**config.mk**
```make
export PLATFORM = sky130hd
export DESIGN_NAME = dsp_stream_ctrl
export DESIGN_NICKNAME = d
export VERILOG_FILES = /design/src/rtl/dsp_pkg.sv /design/src/rtl/dsp_result_fifo.sv /design/src/rtl/dsp_stream_ctrl.sv
export SDC_FILE = /design/constraint.sdc
export NUM_CORES = 1
export LEC_CHECK = 0
export CAP_MARGIN = 20
export CORE_MARGIN = 2
export CORE_UTILIZATION = 28
export DETAILED_ROUTE_END_ITERATION = 7
export GPL_TIMING_DRIVEN = 1
export PLACE_DENSITY = 0.53
export SYNTH_ARGS = -nofsm -noshare
export SYNTH_HDL_FRONTEND = slang
export SYNTH_SLANG_ARGS = --single-unit
export TNS_END_PERCENT = 10
```
**constraint.sdc**
```tcl
create_clock -name clk -period 5.6 [get_ports clk]
set_clock_uncertainty 0.05 [all_clocks]
set_input_delay 1.12 -clock clk [delete_from_list [all_inputs] [get_ports clk]]
set_output_delay 1.12 -clock clk [all_outputs]
set_load 0.03 [all_outputs]
```
**src/rtl/dsp_pkg.sv**
```systemverilog
// Shared widths and controller state encoding for the DSP streaming slice.
package dsp_pkg;

  localparam int A_W = 18;
  localparam int C_W = 48;
  localparam int P_W = 48;

  typedef enum logic [1:0] {
    IDLE  = 2'd0,
    RUN   = 2'd1,
    DRAIN = 2'd2
  } ctrl_state_t;

endpackage

```
**src/rtl/dsp_result_fifo.sv**
```systemverilog
// First-word fall-through result FIFO; extra pointer bit separates full from empty.
module dsp_result_fifo #(
  parameter int DEPTH = 8,
  parameter int W     = 49
) (
  input  logic                     clk,
  input  logic                     rst_n,
  input  logic                     push,
  input  logic [W-1:0]             push_data,
  input  logic                     pop,
  output logic [W-1:0]             pop_data,
  output logic                     empty,
  output logic                     full,
  output logic [$clog2(DEPTH):0]   count
);

  localparam int AW = $clog2(DEPTH);

  logic [AW:0]  wr_ptr;
  logic [AW:0]  rd_ptr;
  logic [W-1:0] mem [DEPTH];
  logic         do_pop;

  assign count    = wr_ptr - rd_ptr;
  assign empty    = (wr_ptr == rd_ptr);
  assign full     = (wr_ptr[AW] != rd_ptr[AW]) && (wr_ptr[AW-1:0] == rd_ptr[AW-1:0]);
  assign do_pop   = pop && !empty;
  assign pop_data = empty ? '0 : mem[rd_ptr[AW-1:0]];

  always_ff @(posedge clk or negedge rst_n) begin
    if (!rst_n) begin
      wr_ptr <= '0;
      rd_ptr <= '0;
    end else begin
      if (push)   wr_ptr <= wr_ptr + 1'b1;
      if (do_pop) rd_ptr <= rd_ptr + 1'b1;
    end
  end

  // When full, a same-cycle pop vacates exactly the slot being written.
  always_ff @(posedge clk) begin
    if (push) mem[wr_ptr[AW-1:0]] <= push_data;
  end

  a_no_overflow : assert property (@(posedge clk) disable iff (!rst_n)
    !(push && full && !do_pop));

endmodule

```
**src/rtl/dsp_stream_ctrl.sv**
```systemverilog
// Operand issuer and result collector around a fixed-latency DSP slice with credit-based issue.
module dsp_stream_ctrl
  import dsp_pkg::*;
#(
  parameter int DSP_LATENCY = 4,
  parameter int FIFO_DEPTH  = 8
) (
  input  logic           clk,
  input  logic           rst_n,
  input  logic           in_valid,
  output logic           in_ready,
  input  logic [A_W-1:0] in_a,
  input  logic [A_W-1:0] in_b,
  input  logic [C_W-1:0] in_c,
  input  logic [A_W-1:0] in_d,
  input  logic           in_last,
  output logic [A_W-1:0] dsp_a,
  output logic [A_W-1:0] dsp_b,
  output logic [C_W-1:0] dsp_c,
  output logic [A_W-1:0] dsp_d,
  input  logic [P_W-1:0] dsp_p,
  output logic           out_valid,
  input  logic           out_ready,
  output logic [P_W-1:0] out_p,
  output logic           out_last,
  output logic           busy
);

  localparam int CW = $clog2(FIFO_DEPTH) + 1;

  ctrl_state_t            state;
  logic [CW-1:0]          inflight;
  logic [CW-1:0]          fifo_count;
  logic [CW:0]            credit_used;
  logic [DSP_LATENCY-1:0] vld_sr;
  logic [DSP_LATENCY-1:0] last_sr;
  logic                   accept;
  logic                   tail_push;
  logic                   out_fire;
  logic                   fifo_empty;
  logic                   fifo_full;
  logic [P_W:0]           fifo_rd;

  // Every issued beat owns a FIFO slot from issue until pop, so a push can never overflow.
  assign credit_used = {1'b0, inflight} + {1'b0, fifo_count};
  assign in_ready    = rst_n && (state != DRAIN) && (credit_used < (CW+1)'(FIFO_DEPTH));
  assign accept      = in_valid && in_ready;
  assign tail_push   = vld_sr[DSP_LATENCY-1];
  assign out_valid   = !fifo_empty;
  assign out_p       = fifo_rd[P_W-1:0];
  assign out_last    = fifo_rd[P_W];
  assign out_fire    = out_valid && out_ready;

  always_ff @(posedge clk or negedge rst_n) begin
    if (!rst_n) begin
      dsp_a <= '0;
      dsp_b <= '0;
      dsp_c <= '0;
      dsp_d <= '0;
    end else if (accept) begin
      dsp_a <= in_a;
      dsp_b <= in_b;
      dsp_c <= in_c;
      dsp_d <= in_d;
    end
  end

  always_ff @(posedge clk or negedge rst_n) begin
    if (!rst_n) begin
      vld_sr  <= '0;
      last_sr <= '0;
    end else begin
      vld_sr  <= (vld_sr << 1)  | DSP_LATENCY'(accept);
      last_sr <= (last_sr << 1) | DSP_LATENCY'(accept && in_last);
    end
  end

  always_ff @(posedge clk or negedge rst_n) begin
    if (!rst_n) begin
      inflight <= '0;
    end else begin
      case ({accept, tail_push})
        2'b10:   inflight <= inflight + 1'b1;
        2'b01:   inflight <= inflight - 1'b1;
        default: inflight <= inflight;
      endcase
    end
  end

  // A job whose first beat is also its last goes straight to DRAIN.
  always_ff @(posedge clk or negedge rst_n) begin
    if (!rst_n) begin
      state <= IDLE;
      busy  <= 1'b0;
    end else begin
      case (state)
        IDLE: begin
          if (accept) begin
            state <= in_last ? DRAIN : RUN;
            busy  <= 1'b1;
          end
        end
        RUN: begin
          if (accept && in_last) state <= DRAIN;
        end
        DRAIN: begin
          if (out_fire && out_last) begin
            state <= IDLE;
            busy  <= 1'b0;
          end
        end
        default: begin
          state <= IDLE;
          busy  <= 1'b0;
        end
      endcase
    end
  end

  dsp_result_fifo #(
    .DEPTH (FIFO_DEPTH),
    .W     (P_W + 1)
  ) u_fifo (
    .clk       (clk),
    .rst_n     (rst_n),
    .push      (tail_push),
    .push_data ({last_sr[DSP_LATENCY-1], dsp_p}),
    .pop       (out_ready),
    .pop_data  (fifo_rd),
    .empty     (fifo_empty),
    .full      (fifo_full),
    .count     (fifo_count)
  );

  a_push_has_room : assert property (@(posedge clk) disable iff (!rst_n)
    !(tail_push && fifo_full && !out_ready));

endmodule

```
# Yosys cells after proc, flatten, opt, wreduce, memory -nomap -nowiden
# Memories as Yosys holds them, arrays and structs flattened.
# Cells that the tools add are included.
# W data, S select, Z words.
# classes
n_eq_ne	9
bitwise	3
order_cmp	1
n_addsub	6
n_reduce_logical	11
mux	12
# op_table
cell	n
$mux W49	1
$add A4 B1 Y4 const B	3
$mux W2	4
$ne A2 B2 Y1 const B	4
$or A4 B1 Y4	2
$pmux W4 S2	1
$logic_and A1 B1 Y1	6
$pmux W2 S3	1
$reduce_and A3 Y1	2
$add A4 B4 Y5	1
$lt A5 B4 Y1 const B	1
$eq A2 B1 Y1 const B	2
$eq A2 B2 Y1 const B	2
$eq A4 B4 Y1	1
$mux W1	4
$sub A4 B1 Y4 const B	1
$sub A4 B4 Y4	1
$pmux W1 S3	1
$logic_not A2 Y1	1
$reduce_bool A2 Y1	1
$logic_not A1 Y1	1
$not A1 Y1	1
# word_totals
mem_count	1
mem_bits_rw	392
reg_bits	125
# memory_table
name	depth	word_bits	read_ports	rd_ports_with_merged_regs	write_ports	line_no	rtl
u_fifo.mem	8	49	1	0	1	dsp_result_fifo.sv:21	logic [W-1:0] mem [DEPTH];

# Depth between registers and ports, before layout
# depth
ltp_word	8
depth_mapped	17

# Modules after synthesis
# From an unflattened synthesis, not the netlist that was laid out.
# hier_totals
cells_unflattened	898
hier_area_um2	19952.9
# by_module_without_submodules
module	seq_area_each_um2	n_inst	area_each_um2	cells_per_inst
dsp_result_fifo	11971.5	1	15180.8	630
dsp_stream_ctrl	2927.8	1	4772.1	268

# Worst setup path before layout
# OpenSTA, ideal clock, no wires.
# synth_timing
path_type	register to register
startpoint	register u_fifo.wr_ptr[2]
endpoint	memory u_fifo.mem[0][0], enable pin
stages_incl_launch_ff	3
setup_ps	516
synth_period_minus_slack_ps	4504
arrival_ps	3937
path_buffers	0
slack_ps	1096
t_required_ps	5034
cell_sequence	dfrtp_1 > nand2b_1 > nor3_1
# synth_lines
item	line_no	rtl
from (decl)	dsp_result_fifo.sv:19	logic [AW:0] wr_ptr;
from (signal assigned)	dsp_result_fifo.sv:35	if (push) wr_ptr <= wr_ptr + 1'b1;
to (decl)	dsp_result_fifo.sv:21	
# No word-level cell before the write port.

# Worst setup path in the final report
# layout_timing
startpoint	register u_fifo.rd_ptr[1]
endpoint	output out_p[36]
# layout_between
elab_chain_len	2
# layout_lines
item	line_no	rtl
from (decl)	dsp_result_fifo.sv:20	logic [AW:0] rd_ptr;
from (signal assigned)	dsp_result_fifo.sv:36	if (do_pop) rd_ptr <= rd_ptr + 1'b1;
$mem_v2 Z8 W49 / $eq A4 B4 Y1 (equally long branches)	n/a	
$mux W49 (*)	dsp_result_fifo.sv:28	assign pop_data = empty ? '0 : mem[rd_ptr[AW-1:0]];
to (decl)	dsp_stream_ctrl.sv:24	output logic [P_W-1:0] out_p,
# Every way passes the cells marked *; elsewhere a longest branch is shown, timed or not.

==> results.cfg <==
[run_status]
outcome = finished, final reports clean

[route]
num_vias = 10500
final_antenna_net_count = 0
drc = 0
wl_per_cell_um = 21.4
viasPerCell = 4.51
drt_first_iter_violations = 659
wirelength_um = 50000
drt_pass1_iterations = 4

[setup_path]
worstSetupPathType = reg -> out
crit_arrival_ps = 4050
r2r_cells = 15
end_kind = primary output
crit_path_start_kind = flop
required_ps = 4430
cp_max_fo = 54

[synthesis]
synth_compound_area_share_pct = 1.78
postSynthAreaPerCell_um2 = 20.2
synth_top_family_by_area = multiplexers
synth-seq-area-share_pct = 73.9
synthCells = 1000
synthMuxAreaShare_pct = 18.1
mappedNetlistNets = 1168
synthAdderAreaFrac_pct = 0.881
ys_warn_count = 0
synthXorXnorAreaFrac_pct = 0.478
yosys.area_share.simple_pct = 2.82
async_flop_share_pct = 24.2
synth-edff-count = 392
ys.flop_type = edfxtp_1
syn-cell-area_um2 = 20200
synth_cell_types = 40
synth-seq-cells = 517

[timing]
rsz0062_at_grt = false
fin_tns_setup_ps = 0
setup_viol = 0
slew_violations = 0
finalCritPeriodShare_pct = 93.3
min_period_ps = 5220
fmax_ghz = 0.191
slew_headroom_pct = 32.7
tightestPinTransition_ps = 1010
hold_viol_final = 0

[cells_and_area]
area_delta_synth_final_pct = 30.1
drive_gt1_share_pct = 23.8
final_cells = 2335
n_antenna_cell = 0
num-nets-final = 1504

[power_and_ir_drop]
peakVddDrop_uv = 213
cellLeakagePower_nw = 9.12
powerDensity_nw_per_um2 = 306

[floorplanning]
initial_core_util_pct = 28.2
dieHeight_um = 272
core.rowCount = 98
die_area_um2 = 74200
die_x_um = 272
num_io_pins = 309
core_um2 = 71400

[cts]
clkTransAtPathRegs_ps = 60
clk_path_buf_depth = 3
cts_sinks = 517
root_buffer = clkbuf_16
ctsResizeCount = 0
cts_post_setup_buffers_inserted = 0
tritoncts = done
numCtsBuffers = 57
clock_latency_ps = 610
h-tree-depth = 2
cts_hold_buf = 0

[global_route]
overflow = 0
grt_pass1_vias = 11500
grt_first_pass_wirelength_um = 74400
grt_max_degree = 102
antenna_found_initial = 4
grt_usage_pct = 13.4

[worst_hold_path]
whs_path_depth = 0
hold_class = reg -> reg

[placed_design]
gp_congestion = 0.723
portBuffers = 308
hpwlAfterDp_um = 28500
dp_cells = 2227

[run]
drv_cap = 0
## flip-flops by register name (all words and copies together) (netlist names), 18 cells and up
name        count
u_fifo.mem    392
dsp_d          18
dsp_c          48
dsp_a          18
dsp_b          18
## cell type report
cell class | instances | area, um^2
clock inverter | 40 | 415
multi-input combinational | 423 | 4920
tap | 950 | 1190
sequential | 517 | 14900
clock buffer | 68 | 1490
timing repair buffer | 327 | 3260
fill | 6667 | 45100
inverter | 10 | 40.0
## logic make-up (layout without fill, tap and decap cells)
logic type               after synthesis  after routing
adder cells (fa/ha/maj)               13             13
AO/OA/AOI/OAI                         63             63
flip-flops                           517            517
buffers and inverters                 60            445
AND/OR/NAND/NOR                      132            132
XOR/XNOR                              11             11
multiplexers                         204            204
## cell usage in the layout, fill, tap and decap left out, types with 5 or more instances in the layout
master,instances
nor2_4,7
mux2_4,69
ha_1,11
bufinv_16,5
clkinv_1,10
mux4_2,98
edfxtp_1,392
mux2_2,35
clkbuf_1,10
inv_1,8
dfrtp_1,122
nand2_1,101
clkinvlp_4,5
a21oi_1,52
clkbuf_16,58
clkdlybuf4s50_1,307
clkinv_2,13
xor2_1,7
buf_4,17
## cells in the mapped netlist (2+ instances only)
library cell | n | area (um^2)
xor2_1 | 7 | 61.3
nand3_1 | 4 | 20.0
o21ai_0 | 2 | 10.0
buf_12 | 8 | 160
buf_1 | 4 | 15.0
nand2b_1 | 4 | 25.0
nor2_1 | 11 | 41.3
a21oi_1 | 52 | 260
mux2i_1 | 2 | 20.0
fa_1 | 2 | 40.0
mux2_4 | 69 | 1040
nor3_1 | 4 | 20.0
mux2_2 | 35 | 394
buf_2 | 9 | 45.0
edfxtp_1 | 392 | 11800
nand2_1 | 101 | 379
xnor2_1 | 4 | 35.0
mux4_2 | 98 | 2210
a21o_1 | 2 | 15.0
inv_1 | 9 | 33.8
clkbuf_1 | 21 | 78.8
ha_1 | 11 | 138
dfrtp_1 | 125 | 3130
buf_4 | 8 | 60.1
## critical path, stage by stage, from the launching register on
cell and delay, ps:
dfrtp_4 400, buf_4 560, buf_4 830, mux4_2 370, nand2_1 60, a21oi_1 380, clkdlybuf4s50_1 750
## report_power, final
| part | switching [W] | internal, W |
|---|---|---|
| combinational | 0.0000676 | 0.0000964 |
| sequential | 0 | 0.00413 |
| clock | 0.00157 | 0.00215 |
| total | 0.00164 | 0.00638 |
## routing by layer
metal  wire length, um  GRT usage (%)
met4               940           3.14
met3              3810           4.25
met5                32              0
met2             23700           21.7
met1             21400           17.4
## per-stage QoR
stage	power (W)	util [%]	hold WS, ps	area (um^2)	worst slack [ps]
finish	0.00802	36.7	298	26200	377
global route	0.00831	36.7	302	26200	200
CTS	0.00815	36.7	298	26200	334
detailed placement	0.00437	34.1	285	24300	1020
global placement	0.00437	34.1	283	24300	1070
floorplan	0.00421	-	281	20200	1100
## final timing paths
path / from / endpoint / slack [ps]
setup / recovery: u_fifo.rd_ptr[1]$_DFFE_PN0P_ / out_p[36] / 380
hold / removal: last_sr[1]$_DFF_PN0_ / last_sr[2]$_DFF_PN0_ / 300
setup reg to reg: u_fifo.rd_ptr[1]$_DFFE_PN0P_ / inflight[3]$_DFFE_PN0P_ / 1380
hold reg to reg: last_sr[1]$_DFF_PN0_ / last_sr[2]$_DFF_PN0_ / 300
max in group asynchronous: rst_n / dsp_b[15]$_DFFE_PN0P_ / 4030
min in group asynchronous: rst_n / state[0]$_DFFE_PN0P_ / 360
Note: power is estimated with default switching activity, not from simulation.
